File: src/rtl/udma_reg_if_nch.sv
// ---------------------------------------------------------------------------
// udma_reg_if_nch
// Generic uDMA peripheral register interface for N_CH channels.
//
// Each channel gets a SADDR/SIZE/CFG register set, and the in-band command
// path (UCA/UCS) can also set a channel's start address and size. The block
// also holds a soft-reset level, sticky status bits, and per-channel
// end-of-transfer events with an interrupt mask.
//
// Ports
//   clk_i, rstn_i            clock, asynchronous active-low reset
//   cfg_*_i / cfg_data_o     register bus (word addresses, combinational read)
//   cfg_ready_o              low only while a cfg write collides with a cmd hit
//   cfg_ch_*_o               per-channel config towards the channel logic
//   cfg_ch_*_i               per-channel state from the channel logic
//   cfg_do_rst_o             peripheral soft reset level
//   status_i                 sticky status set pulses
//   udma_cmd_*_i             in-band command stream (observed, not consumed)
//   irq_o                    masked end-of-transfer event interrupt
//
// Address map (word addresses)
//   4c+0 SADDR, 4c+1 SIZE, 4c+2 CFG, 4c+3 reserved   (channel c)
//   0x18 SETUP, 0x19 STATUS, 0x1A EVT_EN, 0x1B EVT
// ---------------------------------------------------------------------------
module udma_reg_if_nch #(
  parameter int unsigned L2_AWIDTH_NOAL = 12,
  parameter int unsigned TRANS_SIZE     = 16,
  parameter int unsigned N_CH           = 3,
  parameter int unsigned N_STATUS       = 2,
  parameter logic [3:0]  CMD_UCA        = 4'hD,
  parameter logic [3:0]  CMD_UCS        = 4'hE
) (
  input  logic                               clk_i,
  input  logic                               rstn_i,

  input  logic [31:0]                        cfg_data_i,
  input  logic [4:0]                         cfg_addr_i,
  input  logic                               cfg_valid_i,
  input  logic                               cfg_rwn_i,
  output logic [31:0]                        cfg_data_o,
  output logic                               cfg_ready_o,

  output logic [N_CH*L2_AWIDTH_NOAL-1:0]     cfg_ch_startaddr_o,
  output logic [N_CH*TRANS_SIZE-1:0]         cfg_ch_size_o,
  output logic [N_CH-1:0]                    cfg_ch_continuous_o,
  output logic [N_CH-1:0]                    cfg_ch_en_o,
  output logic [N_CH-1:0]                    cfg_ch_clr_o,
  input  logic [N_CH-1:0]                    cfg_ch_en_i,
  input  logic [N_CH-1:0]                    cfg_ch_pending_i,
  input  logic [N_CH*L2_AWIDTH_NOAL-1:0]     cfg_ch_curr_addr_i,
  input  logic [N_CH*TRANS_SIZE-1:0]         cfg_ch_bytes_left_i,

  output logic                               cfg_do_rst_o,
  input  logic [N_STATUS-1:0]                status_i,

  input  logic [31:0]                        udma_cmd_i,
  input  logic                               udma_cmd_valid_i,
  input  logic                               udma_cmd_ready_i,

  output logic                               irq_o
);

  localparam int unsigned AW = L2_AWIDTH_NOAL;
  localparam int unsigned TW = TRANS_SIZE;

  localparam logic [4:0] ADDR_SETUP  = 5'h18;
  localparam logic [4:0] ADDR_STATUS = 5'h19;
  localparam logic [4:0] ADDR_EVT_EN = 5'h1A;
  localparam logic [4:0] ADDR_EVT    = 5'h1B;

  localparam logic [1:0] REG_SADDR = 2'd0;
  localparam logic [1:0] REG_SIZE  = 2'd1;
  localparam logic [1:0] REG_CFG   = 2'd2;

  // -------------------------------------------------------------------------
  // State
  // -------------------------------------------------------------------------
  logic [AW-1:0]       saddr_q [N_CH];
  logic [AW-1:0]       saddr_d [N_CH];
  logic [TW-1:0]       size_q  [N_CH];
  logic [TW-1:0]       size_d  [N_CH];
  logic [N_CH-1:0]     cont_q, cont_d;
  logic [N_CH-1:0]     en_pulse_q, en_pulse_d;
  logic [N_CH-1:0]     clr_pulse_q, clr_pulse_d;
  logic [N_CH-1:0]     evt_q, evt_d;
  logic [N_CH-1:0]     evt_en_q, evt_en_d;
  logic [N_CH-1:0]     ch_en_s_q, ch_en_dly_q;
  logic                do_rst_q, do_rst_d;
  logic [N_STATUS-1:0] sticky_q, sticky_d;
  logic                irq_q, irq_d;

  // -------------------------------------------------------------------------
  // Command decode
  // -------------------------------------------------------------------------
  logic [3:0] cmd_op;
  logic [2:0] cmd_idx;
  logic       cmd_fire;
  logic       cmd_is_uca;
  logic       cmd_is_ucs;
  logic       cmd_idx_ok;
  logic       cmd_hit;

  assign cmd_op     = udma_cmd_i[31:28];
  assign cmd_idx    = udma_cmd_i[26:24];
  assign cmd_fire   = udma_cmd_valid_i & udma_cmd_ready_i;
  assign cmd_is_uca = (cmd_op == CMD_UCA);
  assign cmd_is_ucs = (cmd_op == CMD_UCS);
  assign cmd_idx_ok = ({29'd0, cmd_idx} < N_CH);
  assign cmd_hit    = cmd_fire & cmd_idx_ok & (cmd_is_uca | cmd_is_ucs);

  // -------------------------------------------------------------------------
  // Bus handshake. A write that coincides with a cmd hit is stalled rather
  // than merged, so the two update sources never touch a register together.
  // -------------------------------------------------------------------------
  logic cfg_wr_req;
  logic cfg_we;
  logic status_rd;

  assign cfg_wr_req  = cfg_valid_i & ~cfg_rwn_i;
  assign cfg_ready_o = ~(cmd_hit & cfg_wr_req);
  assign cfg_we      = cfg_wr_req & cfg_ready_o;
  assign status_rd   = cfg_valid_i & cfg_rwn_i & (cfg_addr_i == ADDR_STATUS);

  // Two-flop history of the channel-active flags; a 1->0 between them is an
  // end-of-transfer event.
  logic [N_CH-1:0] evt_fall;
  assign evt_fall = ch_en_dly_q & ~ch_en_s_q;

  // -------------------------------------------------------------------------
  // Next-state
  // -------------------------------------------------------------------------
  logic [N_CH-1:0] evt_clr;

  always_comb begin
    saddr_d     = saddr_q;
    size_d      = size_q;
    cont_d      = cont_q;
    en_pulse_d  = '0;
    clr_pulse_d = '0;
    do_rst_d    = do_rst_q;
    evt_en_d    = evt_en_q;
    evt_clr     = '0;

    for (int c = 0; c < N_CH; c++) begin
      if (cfg_we && (cfg_addr_i[4:2] == 3'(c))) begin
        case (cfg_addr_i[1:0])
          REG_SADDR: saddr_d[c] = cfg_data_i[AW-1:0];
          REG_SIZE:  size_d[c]  = cfg_data_i[TW-1:0];
          REG_CFG: begin
            cont_d[c]      = cfg_data_i[0];
            en_pulse_d[c]  = cfg_data_i[4];
            clr_pulse_d[c] = cfg_data_i[5];
          end
          default: ;
        endcase
      end

      if (cmd_hit && (cmd_idx == 3'(c))) begin
        if (cmd_is_uca) begin
          saddr_d[c] = udma_cmd_i[AW-1:0];
        end
        if (cmd_is_ucs) begin
          size_d[c]     = udma_cmd_i[TW-1:0];
          en_pulse_d[c] = 1'b1;
        end
      end
    end

    if (cfg_we) begin
      case (cfg_addr_i)
        ADDR_SETUP:  do_rst_d = cfg_data_i[0];
        ADDR_EVT_EN: evt_en_d = cfg_data_i[N_CH-1:0];
        ADDR_EVT:    evt_clr  = cfg_data_i[N_CH-1:0];
        default: ;
      endcase
    end

    // Sets are OR-ed in after the clear so a same-cycle set is never lost.
    sticky_d = (status_rd ? '0 : sticky_q) | status_i;
    evt_d    = (evt_q & ~evt_clr) | evt_fall;
    irq_d    = |(evt_d & evt_en_d);
  end

  // -------------------------------------------------------------------------
  // Registers
  // -------------------------------------------------------------------------
  always_ff @(posedge clk_i or negedge rstn_i) begin
    if (!rstn_i) begin
      for (int c = 0; c < N_CH; c++) begin
        saddr_q[c] <= '0;
        size_q[c]  <= '0;
      end
      cont_q      <= '0;
      en_pulse_q  <= '0;
      clr_pulse_q <= '0;
      evt_q       <= '0;
      evt_en_q    <= '0;
      ch_en_s_q   <= '0;
      ch_en_dly_q <= '0;
      do_rst_q    <= 1'b0;
      sticky_q    <= '0;
      irq_q       <= 1'b0;
    end else begin
      saddr_q     <= saddr_d;
      size_q      <= size_d;
      cont_q      <= cont_d;
      en_pulse_q  <= en_pulse_d;
      clr_pulse_q <= clr_pulse_d;
      evt_q       <= evt_d;
      evt_en_q    <= evt_en_d;
      ch_en_s_q   <= cfg_ch_en_i;
      ch_en_dly_q <= ch_en_s_q;
      do_rst_q    <= do_rst_d;
      sticky_q    <= sticky_d;
      irq_q       <= irq_d;
    end
  end

  // -------------------------------------------------------------------------
  // Read mux
  // -------------------------------------------------------------------------
  always_comb begin
    cfg_data_o = '0;
    for (int c = 0; c < N_CH; c++) begin
      if (cfg_addr_i[4:2] == 3'(c)) begin
        case (cfg_addr_i[1:0])
          REG_SADDR: cfg_data_o = 32'(cfg_ch_curr_addr_i[c*AW +: AW]);
          REG_SIZE:  cfg_data_o = 32'(cfg_ch_bytes_left_i[c*TW +: TW]);
          REG_CFG:   cfg_data_o = {26'h0, cfg_ch_pending_i[c], cfg_ch_en_i[c],
                                   3'b000, cont_q[c]};
          default:   cfg_data_o = '0;
        endcase
      end
    end
    case (cfg_addr_i)
      ADDR_SETUP:  cfg_data_o = {31'h0, do_rst_q};
      ADDR_STATUS: cfg_data_o = 32'(sticky_q);
      ADDR_EVT_EN: cfg_data_o = 32'(evt_en_q);
      ADDR_EVT:    cfg_data_o = 32'(evt_q);
      default: ;
    endcase
  end

  // -------------------------------------------------------------------------
  // Outputs
  // -------------------------------------------------------------------------
  for (genvar g = 0; g < N_CH; g++) begin : g_ch_out
    assign cfg_ch_startaddr_o[g*AW +: AW] = saddr_q[g];
    assign cfg_ch_size_o[g*TW +: TW]      = size_q[g];
  end

  assign cfg_ch_continuous_o = cont_q;
  assign cfg_ch_en_o         = en_pulse_q;
  assign cfg_ch_clr_o        = clr_pulse_q;
  assign cfg_do_rst_o        = do_rst_q;
  assign irq_o               = irq_q;

  // Upper data bits and cmd bit 27 carry no meaning here.
  logic unused_bits;
  assign unused_bits = ^{cfg_data_i, udma_cmd_i};

endmodule

File: config.mk
export PLATFORM = sky130hd
export DESIGN_NAME = udma_reg_if_nch
export DESIGN_NICKNAME = d
export VERILOG_FILES = /design/src/rtl/udma_reg_if_nch.sv
export SDC_FILE = /design/constraint.sdc
export NUM_CORES = 1
export LEC_CHECK = 0
export ABC_AREA = 1
export CORE_ASPECT_RATIO = 2
export CORE_MARGIN = 2
export CORE_UTILIZATION = 35
export DETAILED_ROUTE_END_ITERATION = 12
export GPL_ROUTABILITY_DRIVEN = 0
export PLACE_DENSITY = 0.75
export SYNTH_ARGS = -nofsm -noshare
export SYNTH_HDL_FRONTEND = slang
export SYNTH_SLANG_ARGS = --single-unit
export TNS_END_PERCENT = 20
File: constraint.sdc
create_clock -name clk_i -period 3.5 [get_ports clk_i]
set_input_delay 0.35 -clock clk_i [delete_from_list [all_inputs] [get_ports clk_i]]
set_output_delay 0.35 -clock clk_i [all_outputs]
set_load 0.05 [all_outputs]
== Word-level counts from Yosys, hierarchy flattened ==
Cells that the tools add are included.
Storage, ports and cells
  word-level logic and storage cells: 113
  output and inout bits: 128
  register bits after elaboration: 109
  input bits: 167
Operators by class
  multiplexer cells: 50
  reductions and logical operators: 14
  equality and inequality tests: 12
  magnitude comparators: 1
  bitwise operators: 18
Operators with widths (count)
  $mux 16: 13
  $mux 12: 12
  $pmux 16 s3: 3
  $pmux 32 s4: 1
  $mux 32: 2
  $eq 5x5->1 const B: 4
  $mux 1: 14
  $mux 3: 4
  $and 3x3->3: 3
  $and 1x1->1: 8
  $eq 4x4->1 const B: 2
  $reduce_and 2->1: 4
  $eq 3x1->1 const B: 2
  $eq 3x2->1 const B: 2
  $logic_and 1x1->1: 6
  $logic_not 3->1: 2
  $not 3->3: 2
  $lt 3x2->1 const B: 1
  $or 3x3->3: 1
  $reduce_or 3->1: 1
  $eq 2x1->1 const B: 1
  $eq 2x2->1 const B: 1
  $logic_not 2->1: 1
  $mux 2: 1
  3 further kinds: 4

== Logic depth before layout (Yosys ltp) ==
  depth after elaboration: 12
  mapped depth: 12
  depth with buffers taken out: 11

== Least setup slack after synthesis ==
Ideal clock, no wire load.
  path type: input-to-output
  start: input port cfg_addr_i[1]
  end: output port cfg_data_o[3]
  stages: 5
  arrival: 2.048 ns
  slack: 1.102 ns
  cell sequence: nor2_1 -> clkbuf_1 -> clkbuf_1 -> nand2_1 -> a22oi_1
Between the ends
  word-level cells in the longest chain between the ends: 6
  elaborated cells between the ends (all ways): 14
  those cells by class: eq/ne: 6; mux: 7; reduce/logical: 1
Ends and longest elaborated chain
  start: declaration: line 37  | input logic [4:0] cfg_addr_i,
  $eq 2x2->1, or another cell as far along: line 226  | case (cfg_addr_i[1:0])
  $pmux 16 s3: line 226
  $mux 16: line 225  | if (cfg_addr_i[4:2] == 3'(c)) begin
  $mux 32 (2 in series): line 225
  $pmux 32 s4 (*): line 235  | case (cfg_addr_i)
  end: declaration: line 40  | output logic [31:0] cfg_data_o,
Mark *: on every way between the ends. The rest lies on a longest branch, timed or not.

== Final worst setup path ==
  start: input port cfg_addr_i[3]
  end: output port cfg_data_o[15]
Between the ends
  word-level cells in the longest chain between the ends: 5
  elaborated cells between the ends (all ways): 11
  those cells by class: eq/ne: 6; mux: 4; reduce/logical: 1
Ends and longest elaborated chain (line)
  $logic_not 3->1: 225
  $mux 16: 225
  $mux 32 (2 in series): 225
  $pmux 32 s4 (*): 235
Marked as above.

==> flow_metrics.env <==
export IMPL_clock_path_buffers=2
export IMPL_powerDensity_nw_per_um2=417
export IMPL_synth_ff_type="dfrtp_1"
export IMPL_fin_crit_ns=2.87
export IMPL_cts_tree="done"
export IMPL_die_x_um=104
export IMPL_wl_um=27900
export IMPL_syn_area_per_cell_um2=6.86
export IMPL_setup_viol=0
export IMPL_fin_cells=1518
export IMPL_antenna_found_initial=2
export IMPL_status="finished clean"
export IMPL_drive_gt1_share_pct=6.86
export IMPL_antenna_left=0
export IMPL_io_pins=295
export IMPL_synth_most_common_cell="nand2_1"
export IMPL_core_rowCount=73
export IMPL_skew_ns=0.00450
export IMPL_critPathKind="input pin to primary output"
export IMPL_fin_ws_ns=0.632
export IMPL_vias=7840
export IMPL_synth_edf_count=0
export IMPL_ys_types=37
export IMPL_synthArstFlopShare_pct=100
export IMPL_synth_top_area_share_pct=39.0
export IMPL_yosys_warnings=0
export IMPL_drc=0
export IMPL_wl_per_cell_um=18.4
export IMPL_max_slew_margin_pct=44.7
export IMPL_drt_iter0_drc=409
export IMPL_syn_area_um2=6990
export IMPL_ctsHoldBuffers=0
export IMPL_tightest_slew_ns=0.829
export IMPL_place_hpwl_um=21400
export IMPL_slew_violations=0
export IMPL_fin_tns_setup_ns=0
export IMPL_fin_crit_sh_pct=82.0
export IMPL_ys_seq_elements=109
export IMPL_die_h_um=204
export IMPL_dieArea_um2=21200
export IMPL_htreeDepth=3
export IMPL_grt_max_degree=62
export IMPL_start_util_pct=35.4
export IMPL_areaGrowthSynthToFinish_pct=45.1
export IMPL_worstSetupEndpointType="primary output"
export IMPL_cp_start_kind="input pin"
export IMPL_maxCapViolations=0
export IMPL_synth_common_cells="nand2_1 (315), inv_1 (136), dfrtp_1 (109), nand3_1 (105), nor2_1 (93)"
export IMPL_drtPass1Iterations=5
export IMPL_fmax_mhz=349
export IMPL_detail_route_vias_per_cell=5.16
export IMPL_cts_setup_buffers=0
export IMPL_hold_class="input pin to async pin"
export IMPL_yosysSeqAreaShare_pct=39.0
export IMPL_post_cts_resized=0
export IMPL_grt_overflow=0
export IMPL_dp_cells=1500
export IMPL_critical_path_required_ns=3.15
export IMPL_place_ws_ns=0.427
export IMPL_p_leak_nw=5.01
export IMPL_syn_instance_count=1020
export IMPL_finalHoldViolations=0
export IMPL_clk_pin_slew_ns=0.07
export IMPL_cts_sinks=109
export IMPL_grt_first_pass_wirelength_um=42500
export IMPL_peakVddDrop_v=0.000224
export IMPL_cts_buffers=9
export IMPL_grt_pass1_vias=7822
export IMPL_crit_arrival_ns=2.52
export IMPL_clk_latency_ns=0.36
export IMPL_synth_top_area_cell="dfrtp_1"
export IMPL_nNetsFinal=1416
export IMPL_rsz0062_at_grt="false"
export IMPL_cp_max_fo=18
export IMPL_coreArea_um2=19700
export IMPL_grtUsageTotal_pct=26.0
export IMPL_clock_root_buffer="clkbuf_16"
export IMPL_portBuffers=253
export IMPL_synth_area_leaders="dfrtp_1 (39%), nand2_1 (17%), nand3_1 (7.5%), inv_1 (7.3%), nand4_1 (5.3%)"
[state kept, by name, indices dropped and copies added, names as in the netlist]
register and cells:
ch_en_dly_q 3, ch_en_s_q 3, irq_o 1, cfg_ch_continuous_o 3
cfg_ch_clr_o 3, sticky_q 2, evt_en_q 3, evt_q 3
cfg_ch_en_o 3, cfg_ch_size_o 48, cfg_do_rst_o 1, cfg_ch_startaddr_o 36
[metrics by stage]
step	power, mW	util [%]	instance area [µm²]	hold slack (ns)
after floorplan	2.44	-	7050	0.0544
after global placement	3.11	49.7	9810	0.361
after detailed placement	3.13	49.7	9810	0.364
after CTS	4.26	51.4	10100	0.112
after global routing	4.40	51.4	10100	0.141
final	4.23	51.4	10100	0.0876
[critical path, stage by stage]
cell and delay, ns:
clkdlybuf4s50_1 0.54, inv_2 0.07, nor2_4 0.25, nand2_2 0.22
inv_2 0.28, buf_4 0.34, nand2_1 0.09, nand3_1 0.08
nand2_1 0.05, inv_1 0.10, buf_12 0.14
[worst paths after layout]
| check | from | end | slack, ns | cells past startpoint |
|---|---|---|---|---|
| min in group clk_i | ch_en_s_q[0] | ch_en_dly_q[0] | 0.38 | 0 |
| worst min register to register | ch_en_s_q[0] | ch_en_dly_q[0] | 0.38 | 0 |
| worst min-delay path | rstn_i | sticky_q[0] | 0.09 | 1 |
| worst max-delay path | cfg_addr_i[3] | cfg_data_o[15] | 0.63 | 11 |
| max in group asynchronous | rstn_i | cfg_ch_continuous_o[2] | 2.63 | 2 |
| worst max register to register | evt_en_q[0] | irq_o | 2.51 | 6 |
[power breakdown]
part	internal (mW)	switching, mW
registers	1.41	0.112
clock network	0.646	0.483
logic	0.567	1.01
total	2.63	1.61
[metal layers]
layer  track usage, %  part of all wire [%]  vias up
li1                 -                     -     3697
met1             25.6                    34     3647
met2             48.5                    53      407
met3             4.82                   6.6       89
met4             17.7                   6.3        0
met5                0                     0        -
[cell usage in the layout (no fill, tap or decap), types with 17 or more instances in the layout]
cell type        count
buf_12              17
a21oi_1             59
nand3_1            105
nand2_1            315
nor2_1              92
inv_1              136
dfrtp_1            109
clkdlybuf4s50_1    235
a22o_1              24
nand4_1             59
buf_4               21
[final cells by class]
cell class,count,area [µm²]
Fill cell,1972,9580
Antenna cell,2,5.00
Multi-Input combinational cell,712,3370
Tap cell,262,328
Timing Repair Buffer,273,2850
Clock buffer,10,239
Clock inverter,6,86.3
Sequential cell,109,2730
Inverter,144,541
[kinds of logic after synthesis]
family	Yosys count	share of synthesized area, %
buffers and inverters	214	13.8
AOI/OAI and AO/OA	101	9.05
DFF	109	39.0
other	1	0.0536
and+or+nand+nor	595	38.1
(Power assumes the default switching activity.)
